===== src/rtl/cpu_pkg.sv =====
// Shared CPU-wide widths and the writeback request record used by the
// register writeback controller.
package cpu_pkg;

  localparam int IMM_WIDTH      = 8;
  localparam int REG_ADDR_WIDTH = 3;

  typedef struct packed {
    logic                      valid;
    logic [REG_ADDR_WIDTH-1:0] addr;
    logic [IMM_WIDTH-1:0]      data;
  } wb_req_t;

endpackage


===== src/rtl/regs_scoreboard.sv =====
// Pending-write scoreboard: tracks reserved destination registers, gates new
// reservations (WAW) and flags read hazards for the issue stage.
module regs_scoreboard
  import cpu_pkg::*;
#(
  parameter int ADDR_WIDTH = REG_ADDR_WIDTH,
  parameter int NUM_REGS   = 2**ADDR_WIDTH
) (
  input  logic                  clk,
  input  logic                  reset,
  input  logic                  rsv_valid,
  input  logic [ADDR_WIDTH-1:0] rsv_addr,
  output logic                  rsv_ready,
  input  logic [ADDR_WIDTH-1:0] chk_addr1,
  input  logic [ADDR_WIDTH-1:0] chk_addr2,
  output logic                  hazard,
  input  logic                  rf_w,
  input  logic [ADDR_WIDTH-1:0] rf_waddr
);

  logic [NUM_REGS-1:0] pending_q, pending_d;
  logic [NUM_REGS-1:0] set_mask, clr_mask;

  always_comb begin
    rsv_ready = !reset && ((rsv_addr == '0) || !pending_q[rsv_addr] ||
                           (rf_w && (rf_waddr == rsv_addr)));
    hazard    = ((chk_addr1 != '0) && pending_q[chk_addr1]) ||
                ((chk_addr2 != '0) && pending_q[chk_addr2]);
    set_mask  = '0;
    clr_mask  = '0;
    if (rsv_valid && rsv_ready && (rsv_addr != '0)) set_mask[rsv_addr] = 1'b1;
    if (rf_w) clr_mask[rf_waddr] = 1'b1;
    // A reservation landing on the edge that retires the old write stays set.
    pending_d    = (pending_q & ~clr_mask) | set_mask;
    pending_d[0] = 1'b0;
  end

  always_ff @(posedge clk or posedge reset) begin
    if (reset) pending_q <= '0;
    else       pending_q <= pending_d;
  end

endmodule


===== src/rtl/regs_wb_ctrl.sv =====
// Register-file writeback controller: round-robin arbitration between the ALU
// and load/multi-cycle requesters, one-cycle registered write port, scoreboard.
module regs_wb_ctrl
  import cpu_pkg::*;
#(
  parameter int DATA_WIDTH = IMM_WIDTH,
  parameter int ADDR_WIDTH = REG_ADDR_WIDTH
) (
  input  logic                  clk,
  input  logic                  reset,
  input  logic                  req0_valid,
  input  logic [ADDR_WIDTH-1:0] req0_addr,
  input  logic [DATA_WIDTH-1:0] req0_data,
  output logic                  req0_ready,
  input  logic                  req1_valid,
  input  logic [ADDR_WIDTH-1:0] req1_addr,
  input  logic [DATA_WIDTH-1:0] req1_data,
  output logic                  req1_ready,
  input  logic                  rsv_valid,
  input  logic [ADDR_WIDTH-1:0] rsv_addr,
  output logic                  rsv_ready,
  input  logic [ADDR_WIDTH-1:0] chk_addr1,
  input  logic [ADDR_WIDTH-1:0] chk_addr2,
  output logic                  hazard,
  output logic                  rf_w,
  output logic [ADDR_WIDTH-1:0] rf_waddr,
  output logic [DATA_WIDTH-1:0] rf_wdata
);

  localparam int NUM_REGS = 2**ADDR_WIDTH;

  logic                  rr_q, rr_d;
  logic                  rf_w_q, rf_w_d;
  logic [ADDR_WIDTH-1:0] rf_waddr_q, rf_waddr_d;
  logic [DATA_WIDTH-1:0] rf_wdata_q, rf_wdata_d;

  // rr_q=0 favours requester 0 on contention; it flips only when both ask.
  always_comb begin
    req0_ready = !reset && req0_valid && (!req1_valid || !rr_q);
    req1_ready = !reset && req1_valid && (!req0_valid || rr_q);
    rr_d       = (req0_valid && req1_valid) ? !rr_q : rr_q;
    rf_w_d     = 1'b0;
    rf_waddr_d = rf_waddr_q;
    rf_wdata_d = rf_wdata_q;
    if (req0_ready) begin
      rf_w_d     = (req0_addr != '0);
      rf_waddr_d = req0_addr;
      rf_wdata_d = req0_data;
    end else if (req1_ready) begin
      rf_w_d     = (req1_addr != '0);
      rf_waddr_d = req1_addr;
      rf_wdata_d = req1_data;
    end
  end

  always_ff @(posedge clk or posedge reset) begin
    if (reset) begin
      rr_q       <= 1'b0;
      rf_w_q     <= 1'b0;
      rf_waddr_q <= '0;
      rf_wdata_q <= '0;
    end else begin
      rr_q       <= rr_d;
      rf_w_q     <= rf_w_d;
      rf_waddr_q <= rf_waddr_d;
      rf_wdata_q <= rf_wdata_d;
    end
  end

  assign rf_w     = rf_w_q;
  assign rf_waddr = rf_waddr_q;
  assign rf_wdata = rf_wdata_q;

  regs_scoreboard #(
    .ADDR_WIDTH(ADDR_WIDTH),
    .NUM_REGS  (NUM_REGS)
  ) u_scoreboard (
    .clk      (clk),
    .reset    (reset),
    .rsv_valid(rsv_valid),
    .rsv_addr (rsv_addr),
    .rsv_ready(rsv_ready),
    .chk_addr1(chk_addr1),
    .chk_addr2(chk_addr2),
    .hazard   (hazard),
    .rf_w     (rf_w_q),
    .rf_waddr (rf_waddr_q)
  );

endmodule

===== config.mk =====
export PLATFORM = sky130hd
export DESIGN_NAME = regs_wb_ctrl
export DESIGN_NICKNAME = d
export VERILOG_FILES = /design/src/rtl/cpu_pkg.sv /design/src/rtl/regs_scoreboard.sv /design/src/rtl/regs_wb_ctrl.sv
export SDC_FILE = /design/constraint.sdc
export NUM_CORES = 1
export LEC_CHECK = 0
export BUFFER_PORTS_ARGS = -buffer_cell sky130_fd_sc_hd__clkbuf_2
export CORE_MARGIN = 5
export CORE_UTILIZATION = 47
export CTS_CLUSTER_DIAMETER = 50
export DETAILED_ROUTE_END_ITERATION = 10
export PLACE_DENSITY_LB_ADDON = 0.12
export SYNTH_ARGS = -nofsm -noshare
export SYNTH_HDL_FRONTEND = slang
export SYNTH_SLANG_ARGS = --single-unit

===== constraint.sdc =====
create_clock -name clk -period 1.8 [get_ports clk]
set_input_delay 0.18 -clock clk [delete_from_list [all_inputs] [get_ports clk]]
set_output_delay 0.18 -clock clk [all_outputs]
set_load 0.005 [all_outputs]

==> flow_summary.toml <==
[drt]
drt_first_pass_iters = 4
drc = 0
vias = 1166
drtIter0Drc = 65
wl_mm = 2.98
viasPerCell = 5.53
routedWlPerCell_um = 14.1
ant_nets = 0

[layout]
final_common_cell = "clkbuf_2"
fillers = 214
final_cell_mix = "50 x clkbuf_2, 20 x dfrtp_1, 14 x nand2_1, 14 x o21ai_0, 10 x mux2i_1"
multi_input_area_um2 = 698
area_growth_pct = 28.6
fin_util = 0.636
drive_gt1_frac = 0.414
register_area_um2 = 500
antennaDiodeCount = 0
nNetsFinal = 218

[worst_hold_path]
worst_hold_path.endpoint = "rf_wdata[5]"
whs_path_depth = 3
hold_start = "req0_data[5]"
min_path_type = "primary input to register"

[yosys]
syn_inst = 127
syn_avg_cell_area_um2 = 9.73
synth.top_cells.by_area = "dfrtp_1 40%, mux2i_1 8.1%, o21ai_0 6.1%"
yosysTopAreaCellShare = 0.405
ys_types = 36
ys_seq_area_frac = 0.405
synth.ff_latch_count = 20
yosysTopAreaCell = "dfrtp_1"
syn-cell-area_um2 = 1240
syn_nets = 163
yosys_warnings = 0

[global_routing]
grt_pass1_vias = 1072
grt_pass1_wl_mm = 5.00
grtUsageTotal = 0.175
grt_antenna_before_repair = 0
grt_max_degree = 21
overflow = 0

[floorplanning]
start_util = 0.494
placementRows = 18
fp.dieH_um = 61.3
die_x_um = 61.3
coreArea_um2 = 2500
io_pins = 52
die_area_um2 = 3760

[setup_path]
path_max_fanout = 4
worst_path_largest_cell_delay_ns = 0.49
crit_required_ns = 1.62
reg2reg_from = "u_scoreboard.pending_q[6]"
worstPathCellList = "mux4_2 > nand2_2 > o21ai_2 > a211o_1 > clkbuf_2"
timing.rr.end = "u_scoreboard.pending_q[2]"
cp-start-kind = "register"
crit_path_end_kind = "output pin"
crit_type = "register to output pin"
worst_path_max_delay_cell = "mux4_2"
crit_arrival_ns = 1.67
ff2ff_setup_slack_ns = 0.16
r2r_cells = 6

[timing]
finalMaxSlewViolations = 0
finalHoldViolations = 0
rsz0062_at_grt = "true"
worst_pin_slew_ns = 0.442
fin_skew_ns = 0.00328
fmax_mhz = 541
period_needed_ns = 1.85
setup_viol_count_final = 2
setup_slack_ns = -0.0499
period_share = 1.03
slew_headroom = 0.706

[clocking]
cts.sinks = 20
cts_buffers = 3
insertion_delay_ns = 0.29
clockRootBuffer = "clkbuf_4"
ctsHtreeMaxLevel = 1
clk_pin_slew_ns = 0.11
cts_tree = "built"
clock_path_buffers = 2

[power]
p_per_area_nw_per_um2 = 1130
power_mw = 1.79
vdd_drop_max_mv = 0.638
total_leakage_power_nw = 0.741

[place]
pre_cts_ws_ns = 0.122
place.gp.congestion = 0.790
dpl.hpwl_mm = 2.20
io_buffers = 51

[outcome]
violations = "negative setup slack"
status = "finished, violations left"

[run]
maxCapViolCount = 0
[where the power goes]
group | switching (mW) | total [mW] | internal (mW)
sequential | 0.182 | 0.802 | 0.620
combinational | 0.346 | 0.736 | 0.390
clock | 0.131 | 0.254 | 0.123
total | 0.659 | 1.79 | 1.13
[synth_stat cells, drive strengths merged]
cell type,n
a211o,1
mux4,2
a311oi,1
nand4,2
dfrtp,20
buf,5
nand2,15
mux2,2
a21o,1
o31ai,5
nor3b,3
mux2i,10
nand2b,3
nor3,2
a221o,2
nor2,7
xor2,2
inv,4
a211oi,1
o211a,1
nor2b,2
nand3b,1
a21oi,2
clkbuf,2
nand3,5
xnor2,2
o21ai,21
and3,1
a221oi,2
[metal layers]
layer / share of wire / global-route usage / wire length, µm
met4: 0.0050 / 0.0433 / 15
met5: 0 / 0 / 0
met1: 0.43 / 0.234 / 1300
met2: 0.48 / 0.293 / 1420
met3: 0.082 / 0.0335 / 246
[worst max-delay path by stage]
stage	from	to	slack, ns	depth (start not counted)
floorplan	reset	rf_wdata[0]	0.15	6
global placement	rsv_addr[2]	rsv_ready	0.17	7
detailed placement	rsv_addr[1]	rsv_ready	0.12	7
CTS	u_scoreboard.pending_q[6]	hazard	-0.05	5
global route	u_scoreboard.pending_q[6]	rsv_ready	-0.19	6
finish	u_scoreboard.pending_q[6]	hazard	-0.05	5
[sequential cells by signal, indices dropped and copies added (netlist names)]
| name | flops |
|---|---|
| rf_wdata | 8 |
| u_scoreboard.pending_q | 7 |
| rf_waddr | 3 |
| rf_w | 1 |
| rr_q | 1 |
[area by class of cell]
cell class	instances	area share
multi-input combinational	96	0.439
sequential	20	0.315
timing repair buffer	57	0.190
tap	30	0.0236
clock buffer	4	0.0228
inverter	4	0.00944
[worst max-delay path, delay by kind of cell, from the launching register on]
family          cells  cell delay [ns]
compound gates      2             0.26
buf+inv             1             0.11
flops               1             0.44
mux                 1             0.49
simple gates        1             0.07
[kinds of logic (layout without fill, tap and decap cells)]
family | after synthesis | after routing | share of synthesized area
DFF | 20 | 20 | 0.405
xor gates and xnor gates | 4 | 4 | 0.0283
buffers and inverters | 11 | 65 | 0.0455
AOI/OAI and AO/OA | 37 | 37 | 0.220
muxes | 14 | 14 | 0.136
and+or+nand+nor | 41 | 41 | 0.166
[repair_timing]
action,in CTS,in global routing
gates resized for setup,2,5
setup buffers,1,1
setup endpoints to repair,3,4
hold buffers,1,0
pin swaps,2,1
endpoints found under the hold margin,9,0
[through the flow]
| stage | cell area (µm²) | TNS [ns] | instances | hold slack, ns |
|---|---|---|---|---|
| floorplan | 1240 | 0 | 127 | 0.152 |
| global placement | 1510 | 0 | 204 | 0.292 |
| detailed placement | 1510 | 0 | 204 | 0.307 |
| CTS | 1570 | -0.0823 | 210 | 0.0743 |
| global route | 1590 | -0.319 | 211 | 0.0704 |
| finish | 1590 | -0.0942 | 211 | 0.0844 |
(Power assumes the default switching activity.)
